<file path="src/rtl/serv_pc_sequencer_pkg.sv">
// Shared types for the serial PC sequencer: FSM state encoding, counter width and strobe bundle.
package serv_pc_sequencer_pkg;

  localparam int CNT_W = 5;

  typedef enum logic [2:0] {
    IDLE,
    FETCH,
    WAIT_RF,
    INIT,
    RUN
  } state_t;

  typedef struct packed {
    logic cnt0;
    logic cnt1;
    logic cnt2;
    logic cnt03;
    logic cnt12to31;
    logic done;
  } cnt_strb_t;

endpackage

</file>
<file path="src/rtl/serv_pc_sequencer_cnt.sv">
// Serial step counter (advances W bits per enabled cycle) plus combinational strobe decode.
// Strobes are valid in the same cycle as cnt_en; no stall input, a pass always runs to completion.
module serv_pc_sequencer_cnt
  import serv_pc_sequencer_pkg::*;
#(
  parameter int W = 1
) (
  input  logic      clk,
  input  logic      rst,
  input  logic      cnt_en,
  output cnt_strb_t strb
);

  localparam logic [CNT_W-1:0] STEP = CNT_W'(W);
  localparam logic [CNT_W-1:0] LAST = CNT_W'(32 - W);

  logic [CNT_W-1:0] cnt;

  // The 5-bit add wraps to zero on the last step, so an idle counter always reads zero.
  always_ff @(posedge clk or posedge rst) begin
    if (rst) begin
      cnt <= '0;
    end else if (cnt_en) begin
      cnt <= cnt + STEP;
    end else begin
      cnt <= '0;
    end
  end

  always_comb begin
    strb           = '0;
    strb.cnt0      = cnt_en & (cnt == 5'd0);
    strb.cnt1      = (W == 1) & cnt_en & (cnt == 5'd1);
    strb.cnt2      = (W == 1) & cnt_en & (cnt == 5'd2);
    strb.cnt03     = cnt_en & (cnt < 5'd4);
    strb.cnt12to31 = cnt_en & (cnt >= 5'd12);
    strb.done      = cnt_en & (cnt == LAST);
  end

endmodule

</file>
<file path="src/rtl/serv_pc_sequencer.sv">
// Per-instruction sequencer: fetch, RF read request, optional INIT pass, RUN pass; latches jump/trap.
// Ack-to-first-pc_en is 2 cycles single-stage, +32/W two-stage; waits indefinitely on ibus ack and rf ready.
module serv_pc_sequencer
  import serv_pc_sequencer_pkg::*;
#(
  parameter int W        = 1,
  parameter bit WITH_CSR = 1'b1
) (
  input  logic clk,
  input  logic i_rst,
  output logic o_ibus_cyc,
  input  logic i_ibus_ack,
  output logic o_rf_rreq,
  input  logic i_rf_ready,
  input  logic i_two_stage,
  input  logic i_branch_op,
  input  logic i_jal_or_jalr,
  input  logic i_cond,
  input  logic i_misalign,
  input  logic i_trap_req,
  output logic o_init,
  output logic o_pc_en,
  output logic o_cnt_en,
  output logic o_cnt0,
  output logic o_cnt1,
  output logic o_cnt2,
  output logic o_cnt03,
  output logic o_cnt12to31,
  output logic o_cnt_done,
  output logic o_jump,
  output logic o_trap
);

  localparam logic CSR_EN = WITH_CSR;

  state_t    state;
  state_t    state_n;
  cnt_strb_t strb;
  logic      cnt_en;
  logic      rreq_seen;
  logic      trap_pend;
  logic      jump_q;
  logic      trap_q;
  logic      jump_n;
  logic      trap_sample;

  serv_pc_sequencer_cnt #(.W(W)) u_cnt (
    .clk    (clk),
    .rst    (i_rst),
    .cnt_en (cnt_en),
    .strb   (strb)
  );

  always_ff @(posedge clk or posedge i_rst) begin
    if (i_rst) begin
      state <= IDLE;
    end else begin
      state <= state_n;
    end
  end

  always_comb begin
    state_n = state;
    case (state)
      IDLE:    state_n = FETCH;
      FETCH:   if (i_ibus_ack) state_n = WAIT_RF;
      WAIT_RF: if (i_rf_ready) state_n = i_two_stage ? INIT : RUN;
      INIT:    if (strb.done) state_n = RUN;
      RUN:     if (strb.done) state_n = FETCH;
      default: state_n = IDLE;
    endcase
  end

  assign cnt_en      = (state == INIT) || (state == RUN);
  assign jump_n      = i_jal_or_jalr | (i_branch_op & i_cond);
  // Includes the current cycle so a trap raised on the rf_ready cycle is not lost.
  assign trap_sample = CSR_EN & (trap_pend | i_trap_req);

  always_ff @(posedge clk or posedge i_rst) begin
    if (i_rst) begin
      rreq_seen <= 1'b0;
      trap_pend <= 1'b0;
      jump_q    <= 1'b0;
      trap_q    <= 1'b0;
    end else begin
      rreq_seen <= (state == WAIT_RF);
      case (state)
        WAIT_RF: begin
          trap_pend <= trap_sample;
          if (i_rf_ready && !i_two_stage) begin
            jump_q <= 1'b0;
            trap_q <= trap_sample;
          end
        end
        INIT: begin
          if (strb.done) begin
            jump_q <= jump_n;
            trap_q <= CSR_EN & (trap_pend | (jump_n & i_misalign));
          end
        end
        RUN: begin
          if (strb.done) begin
            jump_q    <= 1'b0;
            trap_q    <= 1'b0;
            trap_pend <= 1'b0;
          end
        end
        default: ;
      endcase
    end
  end

  assign o_ibus_cyc  = (state == FETCH);
  assign o_rf_rreq   = (state == WAIT_RF) && !rreq_seen;
  assign o_init      = (state == INIT);
  assign o_pc_en     = (state == RUN);
  assign o_cnt_en    = cnt_en;
  assign o_cnt0      = strb.cnt0;
  assign o_cnt1      = strb.cnt1;
  assign o_cnt2      = strb.cnt2;
  assign o_cnt03     = strb.cnt03;
  assign o_cnt12to31 = strb.cnt12to31;
  assign o_cnt_done  = strb.done;
  assign o_jump      = jump_q;
  assign o_trap      = trap_q & CSR_EN;

endmodule

</file>
<file path="config.mk">
export PLATFORM = sky130hd
export DESIGN_NAME = serv_pc_sequencer
export DESIGN_NICKNAME = d
export VERILOG_FILES = /design/src/rtl/serv_pc_sequencer_pkg.sv /design/src/rtl/serv_pc_sequencer_cnt.sv /design/src/rtl/serv_pc_sequencer.sv
export SDC_FILE = /design/constraint.sdc
export NUM_CORES = 1
export LEC_CHECK = 0
export BUFFER_PORTS_ARGS = -buffer_cell sky130_fd_sc_hd__buf_4
export CORE_UTILIZATION = 49
export CTS_BUF_LIST = sky130_fd_sc_hd__clkbuf_16
export CTS_CLUSTER_SIZE = 20
export DETAILED_ROUTE_END_ITERATION = 7
export GPL_TIMING_DRIVEN = 0
export PLACE_DENSITY = 0.81
export SKIP_CTS_REPAIR_TIMING = 1
export SLEW_MARGIN = 30
export SYNTH_ARGS = -nofsm -noshare
export SYNTH_HDL_FRONTEND = slang
export SYNTH_SLANG_ARGS = --single-unit
</file>
<file path="constraint.sdc">
create_clock -name clk -period 1.8 [get_ports clk]
set_input_delay 0.27 -clock clk [delete_from_list [all_inputs] [get_ports clk]]
set_output_delay 0.27 -clock clk [all_outputs]
set_load 0.05 [all_outputs]
</file>
==> impl_metrics.toml <==
[outcome]
status = "finished with violations"
violations = "negative setup slack"

[routing]
wl_microns = 2391
wl_per_cell_microns = 18.83
firstDrtPassIters = 4
ant_nets = 0
drt_iter0_drc = 23
vias = 727
viasPerCell = 5.724
drc = 0

[global_route]
grt_pass1_wl_microns = 2249
antenna_found_initial = 0
grt_max_degree = 13
overflow = 0
grt_util_all_layers_pct = 21.66
grt_pass1_vias = 516

[yosys]
yosys_warnings = 0
syn-cell-area_sq_um = 743.2
post-synth-top-area-fraction_pct = 40.40
syn_nets = 85
ys_ff_latch = 12
synth.area.top_cells = "dfrtp_1 (40%), ha_1 (8.4%), and2_1 (4.2%), nor2_1 (4.0%), inv_1 (3.5%)"
synth_top_area_cell = "dfrtp_1"
yosysUniqueCellTypes = 33
syn_avg_cell_area_sq_um = 10.62
yosysSeqAreaShare_pct = 40.40
synthCells = 70

[power_and_ir_drop]
p_clk_share_pct = 17.9
vdd_drop_max_v = 0.001461
power.density_mw_per_mm2 = 1909
p_comb_share_pct = 61.5
power_frac_seq_pct = 20.6
switching_share_pct = 44.55
leakagePower_nw = 0.5918
internal_power_mw = 1.294
switchingPower_mw = 1.039

[finish]
finish.instance_area_sq_mm = 0.001222
drive_gt1_share_pct = 54.46
diodes = 0
seqCellArea_sq_um = 304.0
final_cell_mix = "buf_4 (31), dfrtp_1 (9), nor2_1 (8)"
multi_input_area_sq_um = 442.9
layout_commonest_cell = "buf_4"
fillCellCount = 53
fin_nets = 128
synthToLayoutAreaGrowth_pct = 64.48

[timing]
rsz0062_at_grt = "true"
holdWs_ps = 32.74
slew_headroom_pct = 69.75
setup-violations-final = 8
fin_crit_sh_pct = 114.2
skew_ps = 5.971
maxSlewViolCount = 0
hold_violations = 0
max_freq_ghz = 0.4863
worst_pin_slew_ps = 453.2
fin_crit_ps = 2056
setup_ws_ps = -256.2

[clock_tree]
cts_buffers = 3
clock-root-buffer = "clkbuf_16"
clk_pin_slew_ps = 50
cts.sinks = 12
insertion_delay_ps = 250
tritoncts = "done"
clockBufferDepth = 2
htreeDepth = 1

[floorplanning]
start_util_pct = 55.05
die-area_sq_mm = 0.001676
rows = 13
io_pins = 23
core_area_sq_mm = 0.001350
die_h_microns = 40.95
die_x_microns = 40.95

[setup_path]
endpoint_kind = "output port"
critPathMaxFanout = 6
cp.required_ps = 1530
cp-start-kind = "register"
crit_type = "register to output port"
arrival_ps = 1790

[placement]
dp_hpwl_microns = 1146
placed_area_sq_um = 935.9
place_ws_ps = -86.52
gp_congestion = 0.6984
portBuffers = 22

[job]
max_cap_violations = 0

[worst_hold_path]
hp-class = "primary input to async pin"
cell families (layout without fill, tap and decap cells):
family          count (synthesis)  after routing  synth area share, %
mux                             3              3                4.713
flops                          12             12                40.40
simple gates                   25             25                24.75
xor+xnor                        2              2                2.357
compound gates                 14             14                13.80
fa+ha+maj                       5              5                8.418
buf+inv                         9             51                5.556
cell type report:
class	instances	area share, %
Multi-Input combinational cell	49	36.23
Timing Repair Buffer	38	27.33
Sequential cell	12	24.87
Clock buffer	3	6.141
Inverter	8	2.661
Tap cell	15	1.535
Buffer	1	0.9212
Clock inverter	1	0.3071
state kept, by name (all words and copies together), names as in the netlist:
signal,flops
state,3
trap_pend,1
o_trap,1
rreq_seen,1
o_jump,1
u_cnt.cnt,5
power by group through the flow:
stage               Combinational, mW  Clock, mW  Sequential (mW)
global route                     1.50      0.432            0.486
finish                           1.44      0.417            0.481
CTS                              1.04      0.408            0.467
floorplan                       0.724          0            0.516
detailed placement               1.03          0            0.468
global placement                 1.01          0            0.467
final timing paths:
check	from	endpoint	slack, ps	cells after the start
setup / recovery	state[2]	o_cnt2	-260	5
hold / removal	i_rst	u_cnt.cnt[2]	30	2
setup reg to reg	state[2]	o_trap	-30	8
hold reg to reg	o_trap	o_trap	520	1
max in group asynchronous	i_rst	state[2]	1420	2
min in group clk	i_trap_req	trap_pend	340	3
cell usage after synthesis:
master,number
o2bb2ai_1,1
ha_1,5
a21oi_1,4
nor3b_1,1
xor2_1,1
a211o_2,1
inv_2,1
nor2_8,1
nor3_1,1
nand3_1,1
o21ai_0,1
and2_1,5
a22oi_1,1
buf_6,1
nor3b_2,1
nand2_1,1
o22ai_1,1
o22ai_2,1
nor2b_1,1
dfrtp_1,12
nor3b_4,1
o21ai_2,1
a22o_1,1
nor4_4,1
nor2_1,8
mux2_4,1
mux2i_1,2
and3b_1,1
a21o_1,2
inv_1,7
and3_1,1
nand3b_1,1
xnor2_1,1
layer usage:
layer	routed length (microns)	share of wire (%)	track usage, %	vias up
met2	1242	52	35.16	39
met5	0	0	0	-
met1	967	40	25.26	363
met4	13	0.54	5.833	0
met3	168	7.0	10.33	2
li1	-	-	-	323
worst max-delay path: stages, from the launching register on:
cell and delay, ps:
dfrtp_2 460, nor3b_4 360, nor2_8 100, nor4_4 260
and2_4 220, buf_8 140
stage by stage:
stage,util [%],power [mW],std cells,TNS [ps]
final,90.55,2.333,127,-1260
after global routing,90.55,2.416,127,-1623
after CTS,75.16,1.913,111,-1451
after detailed placement,69.32,1.502,107,-238.5
after global placement,69.32,1.479,107,-173.7
after floorplan,-,1.240,70,-3843
(Power assumes the default switching activity.)
